===== src/rtl/alu_muldiv.sv =====
// Iterative multiply/divide unit with HI/LO result registers.
// One bit per cycle: shift-add multiply, restoring shift-subtract divide.
module alu_muldiv #(
    parameter int WIDTH = 32
) (
    input  logic             clk,
    input  logic             reset,
    input  logic             start,
    input  logic [2:0]       op,
    input  logic [WIDTH-1:0] src_a,
    input  logic [WIDTH-1:0] src_b,
    output logic             busy,
    output logic             done,
    output logic [WIDTH-1:0] hi,
    output logic [WIDTH-1:0] lo
);

    localparam int CW = $clog2(WIDTH);

    typedef enum logic [1:0] {
        IDLE,
        CALC,
        FINISH
    } state_t;

    state_t             state_q, state_d;
    logic [CW-1:0]      cnt_q, cnt_d;
    logic [2*WIDTH-1:0] acc_q, acc_d;
    logic [WIDTH-1:0]   b_q, b_d;
    logic [WIDTH-1:0]   hi_q, hi_d;
    logic [WIDTH-1:0]   lo_q, lo_d;
    logic               div_q, div_d;
    logic               neg_q, neg_d;
    logic               rneg_q, rneg_d;
    logic               done_q, done_d;

    logic               a_neg, b_neg;
    logic [WIDTH-1:0]   mag_a, mag_b;
    logic [WIDTH:0]     m_sum;
    logic [WIDTH:0]     d_sh, d_diff;
    logic               d_ge;
    logic [2*WIDTH-1:0] mul_next, div_next, prod;
    logic [WIDTH-1:0]   quo, rem;

    assign busy = (state_q != IDLE);
    assign done = done_q;
    assign hi   = hi_q;
    assign lo   = lo_q;

    // Operand magnitudes and one iteration step of each algorithm.
    always_comb begin
        a_neg    = ~op[0] & src_a[WIDTH-1];
        b_neg    = ~op[0] & src_b[WIDTH-1];
        mag_a    = a_neg ? -src_a : src_a;
        mag_b    = b_neg ? -src_b : src_b;
        m_sum    = {1'b0, acc_q[2*WIDTH-1:WIDTH]}
                 + (acc_q[0] ? {1'b0, b_q} : '0);
        mul_next = {m_sum, acc_q[WIDTH-1:1]};
        d_sh     = acc_q[2*WIDTH-1:WIDTH-1];
        d_ge     = (d_sh >= {1'b0, b_q});
        d_diff   = d_sh - {1'b0, b_q};
        div_next = d_ge ? {d_diff[WIDTH-1:0], acc_q[WIDTH-2:0], 1'b1}
                        : {d_sh[WIDTH-1:0], acc_q[WIDTH-2:0], 1'b0};
        prod     = neg_q ? -acc_q : acc_q;
        quo      = neg_q ? -acc_q[WIDTH-1:0] : acc_q[WIDTH-1:0];
        rem      = rneg_q ? -acc_q[2*WIDTH-1:WIDTH] : acc_q[2*WIDTH-1:WIDTH];
    end

    // Next-state, datapath and result-register update.
    always_comb begin
        state_d = state_q;
        cnt_d   = cnt_q;
        acc_d   = acc_q;
        b_d     = b_q;
        div_d   = div_q;
        neg_d   = neg_q;
        rneg_d  = rneg_q;
        hi_d    = hi_q;
        lo_d    = lo_q;
        done_d  = 1'b0;
        unique case (state_q)
            IDLE: begin
                if (start && !op[2]) begin
                    state_d = CALC;
                    cnt_d   = '0;
                    acc_d   = {{WIDTH{1'b0}}, mag_a};
                    b_d     = mag_b;
                    div_d   = op[1];
                    // Divide by zero keeps quotient all ones, remainder = dividend.
                    neg_d   = (a_neg ^ b_neg) & ~(op[1] & ~|src_b);
                    rneg_d  = op[1] & a_neg;
                end else if (start && op == 3'b100) begin
                    hi_d   = src_a;
                    done_d = 1'b1;
                end else if (start && op == 3'b101) begin
                    lo_d   = src_a;
                    done_d = 1'b1;
                end
            end
            CALC: begin
                acc_d = div_q ? div_next : mul_next;
                cnt_d = cnt_q + 1'b1;
                if (cnt_q == CW'(WIDTH - 1)) begin
                    state_d = FINISH;
                end
            end
            FINISH: begin
                state_d = IDLE;
                done_d  = 1'b1;
                if (div_q) begin
                    hi_d = rem;
                    lo_d = quo;
                end else begin
                    hi_d = prod[2*WIDTH-1:WIDTH];
                    lo_d = prod[WIDTH-1:0];
                end
            end
            default: state_d = IDLE;
        endcase
    end

    // State and datapath registers, cleared asynchronously by reset.
    always_ff @(posedge clk or posedge reset) begin
        if (reset) begin
            state_q <= IDLE;
            cnt_q   <= '0;
            acc_q   <= '0;
            b_q     <= '0;
            div_q   <= 1'b0;
            neg_q   <= 1'b0;
            rneg_q  <= 1'b0;
            hi_q    <= '0;
            lo_q    <= '0;
            done_q  <= 1'b0;
        end else begin
            state_q <= state_d;
            cnt_q   <= cnt_d;
            acc_q   <= acc_d;
            b_q     <= b_d;
            div_q   <= div_d;
            neg_q   <= neg_d;
            rneg_q  <= rneg_d;
            hi_q    <= hi_d;
            lo_q    <= lo_d;
            done_q  <= done_d;
        end
    end

endmodule


===== config.mk =====
export PLATFORM = sky130hd
export DESIGN_NAME = alu_muldiv
export DESIGN_NICKNAME = d
export VERILOG_FILES = /design/src/rtl/alu_muldiv.sv
export SDC_FILE = /design/constraint.sdc
export NUM_CORES = 1
export LEC_CHECK = 0
export ABC_AREA = 1
export BUFFER_PORTS_ARGS = -buffer_cell sky130_fd_sc_hd__buf_4
export CORE_ASPECT_RATIO = 0.7
export CORE_UTILIZATION = 25
export CTS_BUF_LIST = sky130_fd_sc_hd__clkbuf_8
export CTS_CLUSTER_SIZE = 8
export DETAILED_ROUTE_END_ITERATION = 12
export HOLD_SLACK_MARGIN = 0.03
export PLACE_DENSITY_LB_ADDON = 0.3
export REMOVE_ABC_BUFFERS = 1
export SLEW_MARGIN = 20
export SYNTH_ARGS = -nofsm -noshare
export SYNTH_HDL_FRONTEND = slang
export SYNTH_SLANG_ARGS = --single-unit
export TNS_END_PERCENT = 5

===== constraint.sdc =====
create_clock -name clk -period 9.9 [get_ports clk]
set_input_delay 1.98 -clock clk [delete_from_list [all_inputs] [get_ports clk]]
set_output_delay 1.98 -clock clk [all_outputs]
set_load 0.1 [all_outputs]

=== Yosys cells after proc, flatten, opt, wreduce, memory -nomap -nowiden ===
Cells that the tools add are included.

* Equal/unequal tests: 11
* Add/subtract/negate cells: 8
* Magnitude comparators: 1
* Muxes and demuxes: 28
* Bitwise logic cells: 8
* Reductions and logical operators: 15

{| class="wikitable"
|+ Operator list
! kind !! number
|-
| $mux 32 || 12
|-
| $mux 64 || 4
|-
| $neg 32->32 || 4
|-
| $pmux 32 s2 || 2
|-
| $pmux 64 s2 || 1
|-
| $neg 64->64 || 1
|-
| $add 32x32->33 || 1
|-
| $ge 33x32->1 || 1
|-
| $reduce_or 32->1 || 1
|-
| $sub 32x32->32 || 1
|-
| $ne 2x2->1 const B || 6
|-
| $pmux 5 s2 || 1
|-
| $eq 3x3->1 const B || 2
|-
| $reduce_and 2->1 || 3
|-
| $reduce_bool 2->1 || 3
|-
| $add 5x1->5 const B || 1
|-
| $and 1x1->1 || 5
|-
| $eq 5x5->1 const B || 1
|-
| $mux 5 || 1
|-
| $mux 2 || 2
|-
| $pmux 2 s2 || 1
|-
| $reduce_and 4->1 || 1
|-
| $logic_and 1x1->1 || 3
|-
| $mux 1 || 3
|-
| other kinds (8) || 10
|}

* Register bits after elaboration: 171
* Logic and storage cells: 81
* Input port bits: 70

=== Depth between registers and ports, before layout ===
* Depth in word-level cells: 6
* Depth in mapped cells: 20
* Gate-level depth less buffers: 18

=== Worst setup path after synthesis ===
No wires, ideal clock.

* Path type: in2reg
* Start point: input src_a[1]
* End point: register acc_q[20]
* Stages on the path: 13
* Setup time: 0.129 ns
* Setup slack: 6.497 ns
* Arrival: 3.274 ns
* Cells stage by stage: inv_1 > ha_1 > nand4_2 > nor2_2 > nand3_1 > nor2_1 > nand3_1 > nand2_1 > nand2_1 > nand3_1 > nand2_1 > nand2_1 > o21ai_1

* Word-level cells in the longest chain between the ends: 4

{| class="wikitable"
|+ Ends and longest elaborated chain
! item !! RTL line !! source
|-
| start: declaration || 10 || <nowiki>input logic [WIDTH-1:0] src_a,</nowiki>
|-
| $neg 32->32 || 54 || <nowiki>mag_a = a_neg ? -src_a : src_a;</nowiki>
|-
| $mux 32 || 54 ||
|-
| $mux 64 || 83 || <nowiki>if (start && !op[2]) begin</nowiki>
|-
| $pmux 64 s2 || 81 || <nowiki>unique case (state_q)</nowiki>
|-
| end signal: assignment || 127 || <nowiki>acc_q <= '0;</nowiki>
|-
| end signal: assignment || 138 || <nowiki>acc_q <= acc_d;</nowiki>
|-
| end: declaration || 28 || <nowiki>logic [2*WIDTH-1:0] acc_q, acc_d;</nowiki>
|}

No other way between the ends. The select of a mux whose other input is x is not followed.
A chain may end at the register's enable or synchronous reset.

=== Worst setup path after layout ===
* Start point: register acc_q[58]
* End point: register acc_q[34]

* Word-level cells in the longest chain between the ends: 4

{| class="wikitable"
|+ Ends and longest elaborated chain
! item !! RTL line !! source
|-
| $ge 33x32->1 || 60 || <nowiki>d_ge = (d_sh >= {1'b0, b_q});</nowiki>
|-
| $mux 64 || 62 || <nowiki>div_next = d_ge ? {d_diff[WIDTH-1:0], acc_q[WIDTH-2:0], 1'b1}</nowiki>
|-
| $mux 64 || 101 || <nowiki>acc_d = div_q ? div_next : mul_next;</nowiki>
|-
| $pmux 64 s2 || 81 ||
|}

No other way between the ends.

==> reports/metrics.cfg <==
[die]
floorplan.core_area_um2=68570
fp.dieArea_um2=70940
initial_utilization=0.2547
die_h_um=223.1
io_pins=136
die_width_um=317.9
floorplan.rows=80

[layout]
layout_net_count=3194
num-fill-cells=7862
layout_common_cells=nand2_1 (851), inv_1 (411), nor2_1 (383), nand3_1 (289), a21oi_1 (174)
post-route-cell-area_um2=19760
final_common_cell=nand2_1
drive_gt1_frac=0.08777
final_antenna_diode_count=0
layout_overhead_on_the_synthesized_area_pct=13.12

[cts]
worst_skew_pair.late_latency_ps=560
htreeDepth=4
numClockSinks=171
setup_bufs_post_cts=0
cts-root-to-sink-buffers=2
clock_tree.root_cell=clkbuf_8
clkSlewWorstSetupHoldPaths_ps=110
cts_made_buffers=17
post_cts_resize_count=0
tritoncts=built
cts.hold.buffers_added=0

[critical_path]
worst_ep_required_time_ps=10320
rr_worst_depth=11
critical_path.endpoint_type=flip-flop
crit_fanout=34
critPathArrivalTime_ps=3920
worstSetupPathType=flip-flop to flip-flop
crit_path_start_kind=flip-flop

[place]
place.detailed.hpwl_um=58610
placed_area_um2=19330
port_buffer_count=135
finalWeightedCongestion=0.9913

[detailed_routing]
antenna_violating_nets_post_route=0
postRouteWirelength_um=74280
detailroute.via_count=19610
first_iter_violations=2503
drc_errors=0
avgViaCountPerCell=4.943
wl_per_cell_um=18.72
drt_pass1_iterations=6

[global_route]
antenna_found_initial=1
number_of_global_route_vias_before_repair=17660
globalRouteOverflowTotal=0
grt_start_max_net_pins=100
grt_first_pass_wirelength_um=112000
grt_util_all_layers=0.2080

[job]
drv_cap=0

[timing]
clock-skew-final_ps=22.82
layout_min_cycle_time_ps=3501
number_of_failing_hold_endpoints_at_the_final_stage=0
timing.setup.tns_ps=0
slew_headroom=0.3730
hold_ws_ps=483.0
worst_slew_pin_tran_ps=937.0
final-setup-viol-count=0
max_freq_mhz=285.6
grt_setup_unrepaired=no
slew_violations=0
post-route-period-util=0.3537

[synth]
average_footprint_of_a_synthesized_cell_um2=5.863
syn-cell-area_um2=17470
synth_ff_type=dfrtp_1
synth_warnings=0
ys_ff_latch=171
part_of_the_yosys_area_used_for_sequential_elements=0.2450
synthDistinctLibCells=49
asyncSetResetFlopFracSynth=1.000
synth_enable_flop_cells=0
synthesis.instances=2979

[outcome]
outcome=complete, no violations

[power_and_ir_drop]
power.density_cell_area_nw_per_um2=417.7
p_leak_nw=9.820
maximum_vdd_drop_mv=0.1628

[min_path]
hold_path.class=flip-flop to flip-flop
worst_hold_path.num_cells=1

[worst max-delay path, stage by stage (launching register included)]
cell and delay, ps:
dfrtp_1 550, ha_1 430, nand2_1 220, o21ai_0 130, a21oi_1 310, nand2_1 150, nor2_4 450, nand2_8 290
nor2_4 500, nand2_1 120, nand3_1 100, o21ai_1 70
[power breakdown]
part           switching, mW  internal, mW  total (mW)  leakage, nW
combinational           4.30          1.78        6.08         7.61
sequential             0.556          1.04        1.60         2.01
clock                  0.345         0.225       0.570        0.207
total                   5.20          3.05        8.25         9.82
[registers in the layout, indices dropped and copies added, names as in the netlist]
signal,flops
acc_q,64
b_q,32
cnt_q,5
div_q,1
done,1
hi,32
lo,32
neg_q,1
rneg_q,1
state_q,2
[final timing paths]
path | start | slack (ps) | to
max | acc_q[58]$_DFFE_PP0P_ | 6400 | acc_q[34]$_DFFE_PP0P_
min | cnt_q[3]$_DFFE_PP0P_ | 480 | cnt_q[3]$_DFFE_PP0P_
max reg2reg | acc_q[58]$_DFFE_PP0P_ | 6400 | acc_q[34]$_DFFE_PP0P_
min reg2reg | cnt_q[3]$_DFFE_PP0P_ | 480 | cnt_q[3]$_DFFE_PP0P_
max in group asynchronous | reset | 7110 | hi[28]$_DFFE_PP0P_
min in group asynchronous | reset | 1500 | lo[10]$_DFFE_PP0P_
[synth_stat cells (all sizes together), types with 17 or more instances]
library cell / n / area share
nand2: 864 / 0.19
inv: 427 / 0.092
nor2: 417 / 0.098
nand3: 298 / 0.090
o21ai: 208 / 0.060
a21oi: 174 / 0.050
dfrtp: 171 / 0.25
ha: 70 / 0.050
clkbuf: 59 / 0.013
a31oi: 50 / 0.018
nand4: 42 / 0.016
buf: 40 / 0.012
nor3: 29 / 0.010
xor2: 23 / 0.012
xnor2: 18 / 0.0090
o21bai: 17 / 0.0073
[final cells by class]
class	instances	area, µm²	share of cell area
Sequential cell	171	4285	0.2169
Multi-Input combinational cell	2282	11170	0.5652
Timing Repair Buffer	153	1161	0.05877
Clock buffer	19	261.5	0.01324
Tap cell	902	1129	0.05712
Clock inverter	13	143.9	0.007283
Inverter	427	1610	0.08151
[per-stage QoR]
step | utilization | std cells | power (mW) | worst slack (ps)
detailed placement | 0.2819 | 3934 | 7.581 | 5788
floorplan | - | 2880 | 5.753 | 3288
CTS | 0.2878 | 3966 | 8.163 | 6360
finish | 0.2881 | 3967 | 8.253 | 6399
global route | 0.2881 | 3967 | 8.960 | 6168
global placement | 0.2819 | 3934 | 7.557 | 5808
[kinds of logic (layout without fill, tap and decap cells)]
family | after synthesis | count (layout) | synth area share
buf+inv | 526 | 612 | 0.1166
simple gates | 1691 | 1691 | 0.4182
compound gates | 478 | 478 | 0.1472
fa+ha+maj | 72 | 72 | 0.05244
xor+xnor | 41 | 41 | 0.02056
flops | 171 | 171 | 0.2450
[per-layer routing]
layer  vias to the layer above  share of wire  track usage
met2                       761           0.38       0.2766
met3                        60          0.093      0.04739
met4                         0          0.014      0.04181
met1                      9059           0.51       0.3298
li1                       9729              -            -
met5                         -              0            0
(Power assumes the default switching activity.)
